`src/rtl/vote_pkg.sv`:
```
// vote_pkg
//   Shared definitions for the vote result UART transmitter.
//   - VOTE_W, NUM_CAND, FRAME_BYTES: vote width, candidate count, bytes per frame
//   - HEADER_DEFAULT: default first byte of every frame
//   - frame_state_t: frame-level FSM (IDLE / SEND / DONE), owned by the top
//   - byte_state_t: per-byte serializer FSM (IDLE / START / DATA / STOP)
//   - checksum(): modulo-256 sum of the four totals
package vote_pkg;

    localparam int VOTE_W      = 8;
    localparam int NUM_CAND    = 4;
    localparam int FRAME_BYTES = 6;

    localparam logic [VOTE_W-1:0] HEADER_DEFAULT = 8'hA5;

    typedef enum logic [1:0] {
        FRAME_IDLE,
        FRAME_SEND,
        FRAME_DONE
    } frame_state_t;

    typedef enum logic [1:0] {
        BIT_IDLE,
        BIT_START,
        BIT_DATA,
        BIT_STOP
    } byte_state_t;

    // The sum is evaluated at VOTE_W bits, so overflow simply wraps.
    function automatic logic [VOTE_W-1:0] checksum(
        input logic [VOTE_W-1:0] c0,
        input logic [VOTE_W-1:0] c1,
        input logic [VOTE_W-1:0] c2,
        input logic [VOTE_W-1:0] c3
    );
        return c0 + c1 + c2 + c3;
    endfunction

endpackage

```
`src/rtl/uart_tx_byte.sv`:
```
// uart_tx_byte
//   Serializes one byte as 8N1, LSB first: start bit, d0..d7, stop bit,
//   each lasting CLKS_PER_BIT cycles. Owns the bit timer and bit index.
//   Ports:
//   - clock, reset : system clock, synchronous active-high reset
//   - start        : load data_byte; accepted in IDLE or in the last stop-bit cycle
//   - data_byte    : byte to send, sampled when start is accepted
//   - tx           : serial line (registered), idles high
//   - byte_done    : high during the last cycle of the stop bit
module uart_tx_byte
    import vote_pkg::*;
#(
    parameter int CLKS_PER_BIT = 434
) (
    input  logic              clock,
    input  logic              reset,
    input  logic              start,
    input  logic [VOTE_W-1:0] data_byte,
    output logic              tx,
    output logic              byte_done
);

    localparam int TW = (CLKS_PER_BIT > 1) ? $clog2(CLKS_PER_BIT) : 1;
    localparam logic [TW-1:0] TIMER_LAST = TW'(CLKS_PER_BIT - 1);

    byte_state_t       state;
    logic [TW-1:0]     timer;
    logic [2:0]        bit_idx;
    logic [VOTE_W-1:0] shreg;
    logic              timer_wrap;

    assign timer_wrap = (timer == TIMER_LAST);

    // Asserted in the final stop-bit cycle so the parent can hand over the
    // next byte in time for its start bit to follow with no idle gap.
    assign byte_done = (state == BIT_STOP) && timer_wrap;

    always_ff @(posedge clock) begin
        if (reset) begin
            state   <= BIT_IDLE;
            tx      <= 1'b1;
            timer   <= '0;
            bit_idx <= '0;
            shreg   <= '0;
        end else begin
            case (state)
                BIT_IDLE: begin
                    timer   <= '0;
                    bit_idx <= '0;
                    if (start) begin
                        shreg <= data_byte;
                        tx    <= 1'b0;
                        state <= BIT_START;
                    end else begin
                        tx <= 1'b1;
                    end
                end
                BIT_START: begin
                    if (timer_wrap) begin
                        timer <= '0;
                        tx    <= shreg[0];
                        state <= BIT_DATA;
                    end else begin
                        timer <= timer + 1'b1;
                    end
                end
                BIT_DATA: begin
                    if (timer_wrap) begin
                        timer <= '0;
                        // shreg[0] is the bit currently on the line, so the
                        // next data bit is always shreg[1] before the shift.
                        shreg <= shreg >> 1;
                        if (bit_idx == 3'd7) begin
                            bit_idx <= '0;
                            tx      <= 1'b1;
                            state   <= BIT_STOP;
                        end else begin
                            bit_idx <= bit_idx + 3'd1;
                            tx      <= shreg[1];
                        end
                    end else begin
                        timer <= timer + 1'b1;
                    end
                end
                BIT_STOP: begin
                    if (timer_wrap) begin
                        timer <= '0;
                        if (start) begin
                            shreg <= data_byte;
                            tx    <= 1'b0;
                            state <= BIT_START;
                        end else begin
                            tx    <= 1'b1;
                            state <= BIT_IDLE;
                        end
                    end else begin
                        timer <= timer + 1'b1;
                    end
                end
                default: begin
                    tx    <= 1'b1;
                    timer <= '0;
                    state <= BIT_IDLE;
                end
            endcase
        end
    end

endmodule

```
`src/rtl/vote_result_uart_tx.sv`:
```
// vote_result_uart_tx
//   Sends the four candidate vote totals as one UART frame:
//   HEADER_BYTE, cnt0, cnt1, cnt2, cnt3, checksum (sum mod 256).
//   A request is taken only in result mode and only when no frame is in
//   flight; the totals are snapshotted at that moment.
//   Ports:
//   - clock, reset          : system clock, synchronous active-high reset
//   - mode                  : 1 = result mode (sending allowed)
//   - send_req              : one-cycle request to transmit
//   - cand_vote_recvd0..3   : candidate vote totals
//   - tx                    : UART serial line, idles high
//   - busy                  : high while a frame is in flight
//   - done                  : one-cycle pulse after the final stop bit
module vote_result_uart_tx
    import vote_pkg::*;
#(
    parameter int                CLKS_PER_BIT = 434,
    parameter logic [VOTE_W-1:0] HEADER_BYTE  = HEADER_DEFAULT
) (
    input  logic              clock,
    input  logic              reset,
    input  logic              mode,
    input  logic              send_req,
    input  logic [VOTE_W-1:0] cand_vote_recvd0,
    input  logic [VOTE_W-1:0] cand_vote_recvd1,
    input  logic [VOTE_W-1:0] cand_vote_recvd2,
    input  logic [VOTE_W-1:0] cand_vote_recvd3,
    output logic              tx,
    output logic              busy,
    output logic              done
);

    localparam logic [2:0] LAST_IDX = 3'(FRAME_BYTES - 1);

    frame_state_t      state;
    logic [VOTE_W-1:0] snap [NUM_CAND];
    logic [VOTE_W-1:0] chk;
    logic [2:0]        byte_idx;
    logic [2:0]        next_idx;
    logic              accept;
    logic              byte_start;
    logic              byte_done;
    logic [VOTE_W-1:0] byte_data;

    // The DONE cycle already counts as idle for acceptance, which is what
    // lets a second frame follow immediately after the done pulse.
    assign accept = send_req && mode &&
                    ((state == FRAME_IDLE) || (state == FRAME_DONE));

    // The next byte is handed to the serializer in the same cycle the
    // current one reports byte_done, keeping bytes back to back.
    always_comb begin
        next_idx   = byte_idx + 3'd1;
        byte_start = accept ||
                     ((state == FRAME_SEND) && byte_done && (byte_idx != LAST_IDX));
        byte_data  = HEADER_BYTE;
        if (!accept) begin
            case (next_idx)
                3'd1:    byte_data = snap[0];
                3'd2:    byte_data = snap[1];
                3'd3:    byte_data = snap[2];
                3'd4:    byte_data = snap[3];
                3'd5:    byte_data = chk;
                default: byte_data = HEADER_BYTE;
            endcase
        end
    end

    always_ff @(posedge clock) begin
        if (reset) begin
            state    <= FRAME_IDLE;
            busy     <= 1'b0;
            done     <= 1'b0;
            byte_idx <= '0;
            chk      <= '0;
            for (int i = 0; i < NUM_CAND; i++) begin
                snap[i] <= '0;
            end
        end else begin
            case (state)
                FRAME_IDLE, FRAME_DONE: begin
                    done <= 1'b0;
                    if (accept) begin
                        snap[0]  <= cand_vote_recvd0;
                        snap[1]  <= cand_vote_recvd1;
                        snap[2]  <= cand_vote_recvd2;
                        snap[3]  <= cand_vote_recvd3;
                        chk      <= checksum(cand_vote_recvd0, cand_vote_recvd1,
                                             cand_vote_recvd2, cand_vote_recvd3);
                        byte_idx <= '0;
                        busy     <= 1'b1;
                        state    <= FRAME_SEND;
                    end else begin
                        state <= FRAME_IDLE;
                    end
                end
                FRAME_SEND: begin
                    if (byte_done) begin
                        if (byte_idx == LAST_IDX) begin
                            byte_idx <= '0;
                            busy     <= 1'b0;
                            done     <= 1'b1;
                            state    <= FRAME_DONE;
                        end else begin
                            byte_idx <= next_idx;
                        end
                    end
                end
                default: begin
                    busy  <= 1'b0;
                    done  <= 1'b0;
                    state <= FRAME_IDLE;
                end
            endcase
        end
    end

    uart_tx_byte #(
        .CLKS_PER_BIT (CLKS_PER_BIT)
    ) u_byte (
        .clock     (clock),
        .reset     (reset),
        .start     (byte_start),
        .data_byte (byte_data),
        .tx        (tx),
        .byte_done (byte_done)
    );

endmodule

```
`config.mk`:
```
export PLATFORM = sky130hd
export DESIGN_NAME = vote_result_uart_tx
export DESIGN_NICKNAME = d
export VERILOG_FILES = /design/src/rtl/vote_pkg.sv /design/src/rtl/uart_tx_byte.sv /design/src/rtl/vote_result_uart_tx.sv
export SDC_FILE = /design/constraint.sdc
export NUM_CORES = 1
export LEC_CHECK = 0
export CORE_ASPECT_RATIO = 0.8
export CORE_UTILIZATION = 52
export CTS_CLUSTER_DIAMETER = 80
export DETAILED_ROUTE_END_ITERATION = 12
export GPL_TIMING_DRIVEN = 0
export PLACE_DENSITY = 0.77
export SLEW_MARGIN = 20
export SYNTH_ARGS = -nofsm -noshare
export SYNTH_HDL_FRONTEND = slang
export SYNTH_HIERARCHICAL = 1
export SYNTH_SLANG_ARGS = --single-unit
export TNS_END_PERCENT = 20
```
`constraint.sdc`:
```
create_clock -name clock -period 2.8 [get_ports clock]
set_clock_uncertainty 0.05 [all_clocks]
set_input_delay 0.56 -clock clock [delete_from_list [all_inputs] [get_ports clock]]
set_output_delay 0.56 -clock clock [all_outputs]
set_load 0.05 [all_outputs]
```
==> results of run 1 <==
[state kept, by name, indices dropped and copies added, names as in the netlist]
signal and cells:
u_byte/tx 1, u_byte/timer 9, u_byte/shreg 8, snap 32, state 2, busy 1
u_byte/bit_idx 3, u_byte/state 2, byte_idx 3, chk 8, done 1
[cells in the mapped netlist (2+ instances only)]
cell      instances  area share
inv_1            43       0.040
and3_1            9       0.014
nand2_1          18       0.017
a21oi_1          24       0.030
and2b_1           2      0.0037
mux2_2            7       0.020
ha_1             16       0.050
clkbuf_1          7      0.0065
xnor2_1          10       0.022
a311oi_1          7       0.015
and3_2            3      0.0056
o21ai_0           7      0.0087
edfxtp_1         32        0.24
nor2_1           34       0.032
o22ai_1           5      0.0078
fa_1             14       0.070
buf_1             3      0.0028
buf_2             9       0.011
nor3_1           27       0.034
o22a_1            6       0.013
nor2b_1           5      0.0078
mux2i_1          10       0.025
buf_6             3      0.0084
nand3_1           5      0.0062
or3_1             2      0.0031
dfxtp_1          38        0.19
xor2_1            4      0.0087
a22oi_1          11       0.021
and2_1            3      0.0047
o211ai_1          2      0.0037
nand2b_1          9       0.014
a211oi_1          6       0.011
[logic make-up (layout without fill, tap and decap cells)]
group	Yosys count	count (layout)	share of synthesized area
multiplexers	18	18	0.05006
buffers and inverters	67	131	0.07183
XOR/XNOR	14	14	0.03047
flip-flops	70	70	0.4279
adder cells (fa/ha/maj)	30	30	0.1194
AND/OR/NAND/NOR	126	126	0.1589
AO/OA/AOI/OAI	80	80	0.1415
[power by group]
group / internal, W / switching, W / total [W] / leakage [nW]
combinational: 0.000489 / 0.000561 / 0.00105 / 1.19
sequential: 0.00117 / 0.0000575 / 0.00123 / 0.649
clock: 0.000400 / 0.000394 / 0.000794 / 0.0980
total: 0.00206 / 0.00101 / 0.00308 / 1.94
[layout make-up]
class                           instances  area share
Buffer                                 23     0.02526
Timing Repair Buffer                   48     0.08750
Inverter                               44     0.03418
Clock inverter                          4    0.005612
Multi-Input combinational cell        268      0.4357
Tap cell                              105     0.02679
Clock buffer                           12     0.03393
Sequential cell                        70      0.3510
[worst reg2reg max path, stage by stage (launching register included)]
cell     delay, ns
dfxtp_1       0.36
or3_4         0.43
nor3_1        0.19
and2_1        0.25
nand2_1       0.13
o21ai_2       0.23
nor2_1        0.08
nor2_2        0.26
buf_6         0.19
a21oi_1       0.07
a41o_2        0.22
[final timing paths]
check,start,end,depth (start not counted)
setup / recovery,cand_vote_recvd2[1],chk[7],13
hold / removal,u_byte/tx,u_byte/tx,1
setup reg to reg,u_byte/timer[2],u_byte/shreg[7],10
hold reg to reg,u_byte/tx,u_byte/tx,1
[metal layers]
layer  up-vias  routed length (um)
met5         -                   0
met4         0                 195
met3        28                 784
met2       137                4407
met1      1535                4216
li1       1549                   -
[through the flow]
step | hold WS [ns] | power (W) | std cells | worst slack [ns]
after floorplan | 0.3791 | 0.001890 | 405 | -0.1331
after global placement | 0.3894 | 0.002097 | 548 | -0.8051
after detailed placement | 0.4023 | 0.002131 | 548 | -0.8788
after CTS | 0.4191 | 0.003046 | 573 | -0.06050
after global routing | 0.4295 | 0.003235 | 574 | -0.1606
final | 0.4184 | 0.003076 | 574 | -0.1283
[timing repair]
item | in CTS | in global routing
pin swaps | 25 | 11
resized for setup | 53 | 5
setup endpoints to repair | 8 | 12
buffers inserted | 9 | 1
==> flow_metrics.tcl, run 1 <==
set metrics [dict create \
    run_status "finished, violations left" \
    violations "negative setup slack" \
    grt_pass1_wl_mm 15.85 \
    synth_seq_cells 70 \
    grt-ovfl-total 0 \
    root_buffer "clkbuf_8" \
    grt_pass1_vias 3190 \
    htreeDepth 3 \
    grt_antenna_before_repair 0 \
    fp.dieW_um 100.4 \
    die_h_um 80.68 \
    min_period_ns 2.928 \
    gp_congestion 0.8911 \
    worst_slack_ns -0.1283 \
    fin_crit_sh 1.046 \
    multiInputGateArea_um2 2137 \
    syn_area_per_cell_um2 9.935 \
    cts_sinks 70 \
    boundaryPins 39 \
    max-slew-margin-rel 0.4881 \
    critPathKind "primary input to flop" \
    via_per_inst 5.660 \
    max_stage_delay_ns 0.59 \
    vdd_drop_max_mv 0.2911 \
    nets 530 \
    finalSetupViolations 4 \
    final_cell_area_um2 4905 \
    final.fill_count 611 \
    grt_max_degree 33 \
    final_util 0.6604 \
    vias 3249 \
    drv_cap 0 \
    placed_area_um2 4556 \
    rrSetupSlack_ns 0.24 \
    placementRows 28 \
    detail_route.wl_per_cell_um 16.73 \
    path_delay_family "adder cells" \
    synth.distinct_cells 56 \
    layout_commonest_cell "dfxtp_1" \
    critical_path.cell_chain "buf_6, inv_4, fa_1, inv_2, fa_1, ha_2, inv_2, fa_2, nand2b_4, a21oi_4, o22ai_2, xnor2_1, a21oi_1" \
    drtIter0Drc 271 \
    fp.dieArea_um2 8096 \
    mostFrequentLayoutCells "dfxtp_1 (38), nor2_1 (33), edfxtp_1 (32)" \
    end_kind "flop" \
    core_um2 7427 \
    dr.pass1.iters 5 \
    ys.flop_type "dfxtp_1" \
    syn_area_um2 4024 \
    p_per_area_nw_per_um2 627.2 \
    grt-busiest-layer "met2" \
    met3_usage 0.07398 \
    worstPathRequired_ns 3.04 \
    yosysWarnings 6 \
    p_leak_nw 1.936 \
    area_growth_pct 21.89 \
    ant_nets 0 \
    hold_viol 0 \
    cp_max_fo 3 \
    drive_above_1_share 0.1983 \
    rsz0062_at_grt "yes" \
    startpoint_type "primary input" \
    holdBufCountCts 0 \
    finalSetupTns_ns -0.2541 \
    cts.path.max_buffers 2 \
    drc_errors 0 \
    antenna_cells 0 \
    drv_slew 0 \
    synth_edf_count 32 \
    cts_tree "done" \
    synth_nets 471 \
    initial_utilization 0.5418 \
    grt_usage 0.2623 \
    hold_path.class "flop to flop" \
    dpl.hpwl_mm 6.991 \
    final-seq-area_um2 1722 \
    clk_pin_slew_ns 0.09 \
    grtUsageMet2 0.4068 \
    cts_buffers 9 \
    port_buffers 38 \
    drt_wl_total_mm 9.604 \
    grt.met1_usage 0.3500 \
    async_flop_share 0 \
    critPathBufInv 4 \
    syn_inst 405 \
    arrival_ns 3.17 \
    tightest_slew_ns 0.7652 \
    worst_skew_pair.late_latency_ns 0.37 \
    seq_area_frac_synth 0.4279 \
    fmax_mhz 341.5 \
    critPathSlowestCell "fa_1" \
]
Power figures use the tool's default switching activity.
==> run 2, diff against run 1 <==
--- a/config.mk
+++ b/config.mk
@@ -5,7 +5,6 @@
 export SDC_FILE = /design/constraint.sdc
 export NUM_CORES = 1
 export LEC_CHECK = 0
-export CORE_ASPECT_RATIO = 0.8
 export CORE_UTILIZATION = 52
 export CTS_CLUSTER_DIAMETER = 80
 export DETAILED_ROUTE_END_ITERATION = 12
@@ -16,4 +15,4 @@
 export SYNTH_HDL_FRONTEND = slang
 export SYNTH_HIERARCHICAL = 1
 export SYNTH_SLANG_ARGS = --single-unit
-export TNS_END_PERCENT = 20
+export TNS_END_PERCENT = 100
==> run 2 against run 1 <==
The flow still finishes with violations (negative setup slack). Non-clock buffer count is 14 higher. Clock power is 3.8% higher. Global-route usage is 0.30 points higher. Combinational power hardly changed. First-iteration DRC count is 4.4% higher. Critical path depth stayed put. Largest cell class unchanged. Largest power group unchanged.
==> flow_metrics.tcl, run 2 (synthesized netlist as in run 1, its figures left out) <==
set metrics [dict create \
    wl_met3_um 552 \
    dpl.hpwl_mm 6.945 \
    worst_slack_ns -0.04025 \
    fmax_mhz 352.1 \
    hold_path.class "flop to flop" \
    finalSetupViolations 2 \
    min_period_ns 2.840 \
    path_delay_family "adder cells" \
    core_um2 7370 \
    critPathSlowestCell "fa_1" \
    timing.rr.start "u_byte/timer[2]" \
    critPathKind "primary input to flop" \
    port_buffers 38 \
    p_per_area_nw_per_um2 621.6 \
    cts_sinks 70 \
    dr.max_layer_used "met4" \
    drive_above_1_share 0.2505 \
    grt_usage 0.2652 \
    critPathBufInv 4 \
    initial_utilization 0.5460 \
    mostFrequentLayoutCells "dfxtp_1 (38), nor2_1 (33), edfxtp_1 (32)" \
    boundaryPins 39 \
    dpl_worst_slack_ns -0.8894 \
    regMostFlops "snap" \
    cts_tree "done" \
    tightest_slew_ns 0.7865 \
    worst_skew_pair.late_latency_ns 0.35 \
    drt_wl_total_mm 10.21 \
    r2r_cells 10 \
    rrSetupSlack_ns 0.12 \
    fin_crit_sh 1.014 \
    run_status "finished, violations left" \
    violations "negative setup slack" \
    die_h_um 89.97 \
    place_inst 542 \
    nets 544 \
    grt_pass1_wl_mm 16.63 \
    detail_route.wl_per_cell_um 17.54 \
    gp_congestion 0.8523 \
    r2r-end "u_byte/shreg[7]" \
    ant_nets 0 \
    reg.largest.list "snap (32), u_byte/timer (9)" \
    area_growth_pct 25.53 \
    fp.dieArea_um2 8094 \
    worstPathRequired_ns 2.99 \
    hold_path_end "done" \
    cts_buffers 9 \
    dr.pass1.iters 6 \
    wl_met1_mm 4.405 \
    placementRows 31 \
    instances_no_fill 582 \
    hp-start "done" \
    grt_antenna_before_repair 0 \
    placed_area_um2 4558 \
    vdd_drop_max_mv 0.3537 \
    drv_slew 0 \
    hold_viol 0 \
    wl_met2_mm 4.884 \
    whs_path_depth 2 \
    arrival_ns 3.03 \
    final_cell_area_um2 5051 \
    holdBufCountCts 0 \
    startpoint_type "primary input" \
    max_stage_delay_ns 0.58 \
    root_buffer "clkbuf_8" \
    critical_path.cell_chain "buf_8, inv_8, fa_1, inv_2, fa_1, ha_2, inv_2, fa_2, nand2b_4, a21oi_4, o22ai_2, xnor2_1, a21oi_1" \
    drtIter0Drc 283 \
    end_kind "flop" \
    grt-ovfl-total 0 \
    max-slew-margin-rel 0.4738 \
    vias 3363 \
    clk_pin_slew_ns 0.07 \
    cts.path.max_buffers 2 \
    via_per_inst 5.778 \
    antenna_cells 0 \
    fp.dieW_um 89.97 \
    drv_cap 0 \
    final_util 0.6854 \
    layout_commonest_cell "dfxtp_1" \
    cp_max_fo 3 \
    grt_pass1_vias 3406 \
    drc_errors 0 \
    htreeDepth 3 \
    largest_register_ffs 32 \
    grt_max_degree 33 \
    rsz0062_at_grt "yes" \
    p_leak_nw 2.070 \
]
[run 2: cell types whose count changed in the layout (fill, tap and decap cells not counted), sizes merged]
cell and delta:
buf +14, clkdlybuf4s50 -9, dlymetal6s2s +8, bufinv +1, dlygate4sd2 +1, inv -1
[run 2: worst reg2reg max path: cells and delay by family (launching register included)]
kind / cells / cell delay, ns
compound gates: 3 / 0.62
buf+inv: 1 / 0.20
simple gates: 6 / 1.37
flops: 1 / 0.35
[run 2: how the worst max path moves through the flow]
| stage | from | to | slack, ns | depth (start not counted) |
|---|---|---|---|---|
| 4_1_cts | cand_vote_recvd1[1] | chk[7] | -0.04 | 13 |
| 3_5_place_dp | cand_vote_recvd0[1] | chk[7] | -0.89 | 13 |
| 6_report | cand_vote_recvd0[1] | chk[7] | -0.04 | 13 |
| 5_1_grt | cand_vote_recvd0[1] | chk[7] | -0.07 | 13 |
| 2_1_floorplan | cand_vote_recvd0[2] | chk[6] | -0.12 | 10 |
| 3_3_place_gp | cand_vote_recvd0[1] | chk[7] | -0.88 | 13 |
[run 2: layout make-up]
cell class / instances / area (um2)
fill: 553 / 2318
multi-input combinational: 268 / 2155
sequential: 70 / 1722
timing repair buffer: 62 / 559.3
inverter: 44 / 175.2
clock buffer: 12 / 145.1
buffer: 23 / 123.9
tap: 99 / 123.9
clock inverter: 4 / 47.55
[run 2: timing repair]
item                                    4_1_cts  5_1_grt
resized for setup                            55       29
pin swaps                                    27       23
buffers inserted                             23        1
gates cloned                                  0        0
endpoints found under the setup margin        8       10
[run 2: power breakdown]
group | internal [W] | switching [W] | total, W | leakage, nW
logic | 0.000502 | 0.000577 | 0.00108 | 1.32
registers | 0.00117 | 0.0000620 | 0.00124 | 0.649
clock network | 0.000434 | 0.000391 | 0.000824 | 0.0964
[run 2: metrics by stage]
stage | hold WS, ns | TNS (ns) | total power, W
floorplan | 0.3791 | -0.2613 | 0.001892
global placement | 0.3917 | -16.62 | 0.002101
detailed placement | 0.3978 | -5.212 | 0.002143
CTS | 0.4115 | -0.03628 | 0.003068
global route | 0.4372 | -0.08746 | 0.003286
finish | 0.4079 | -0.07119 | 0.003140
[run 2: metal layers]
| layer | up-vias | GRT usage |
|---|---|---|
| met5 | - | 0 |
| met4 | 0 | 0.1210 |
| met3 | 32 | 0.07614 |
| met2 | 127 | 0.4282 |
| met1 | 1631 | 0.3300 |
| li1 | 1573 | - |
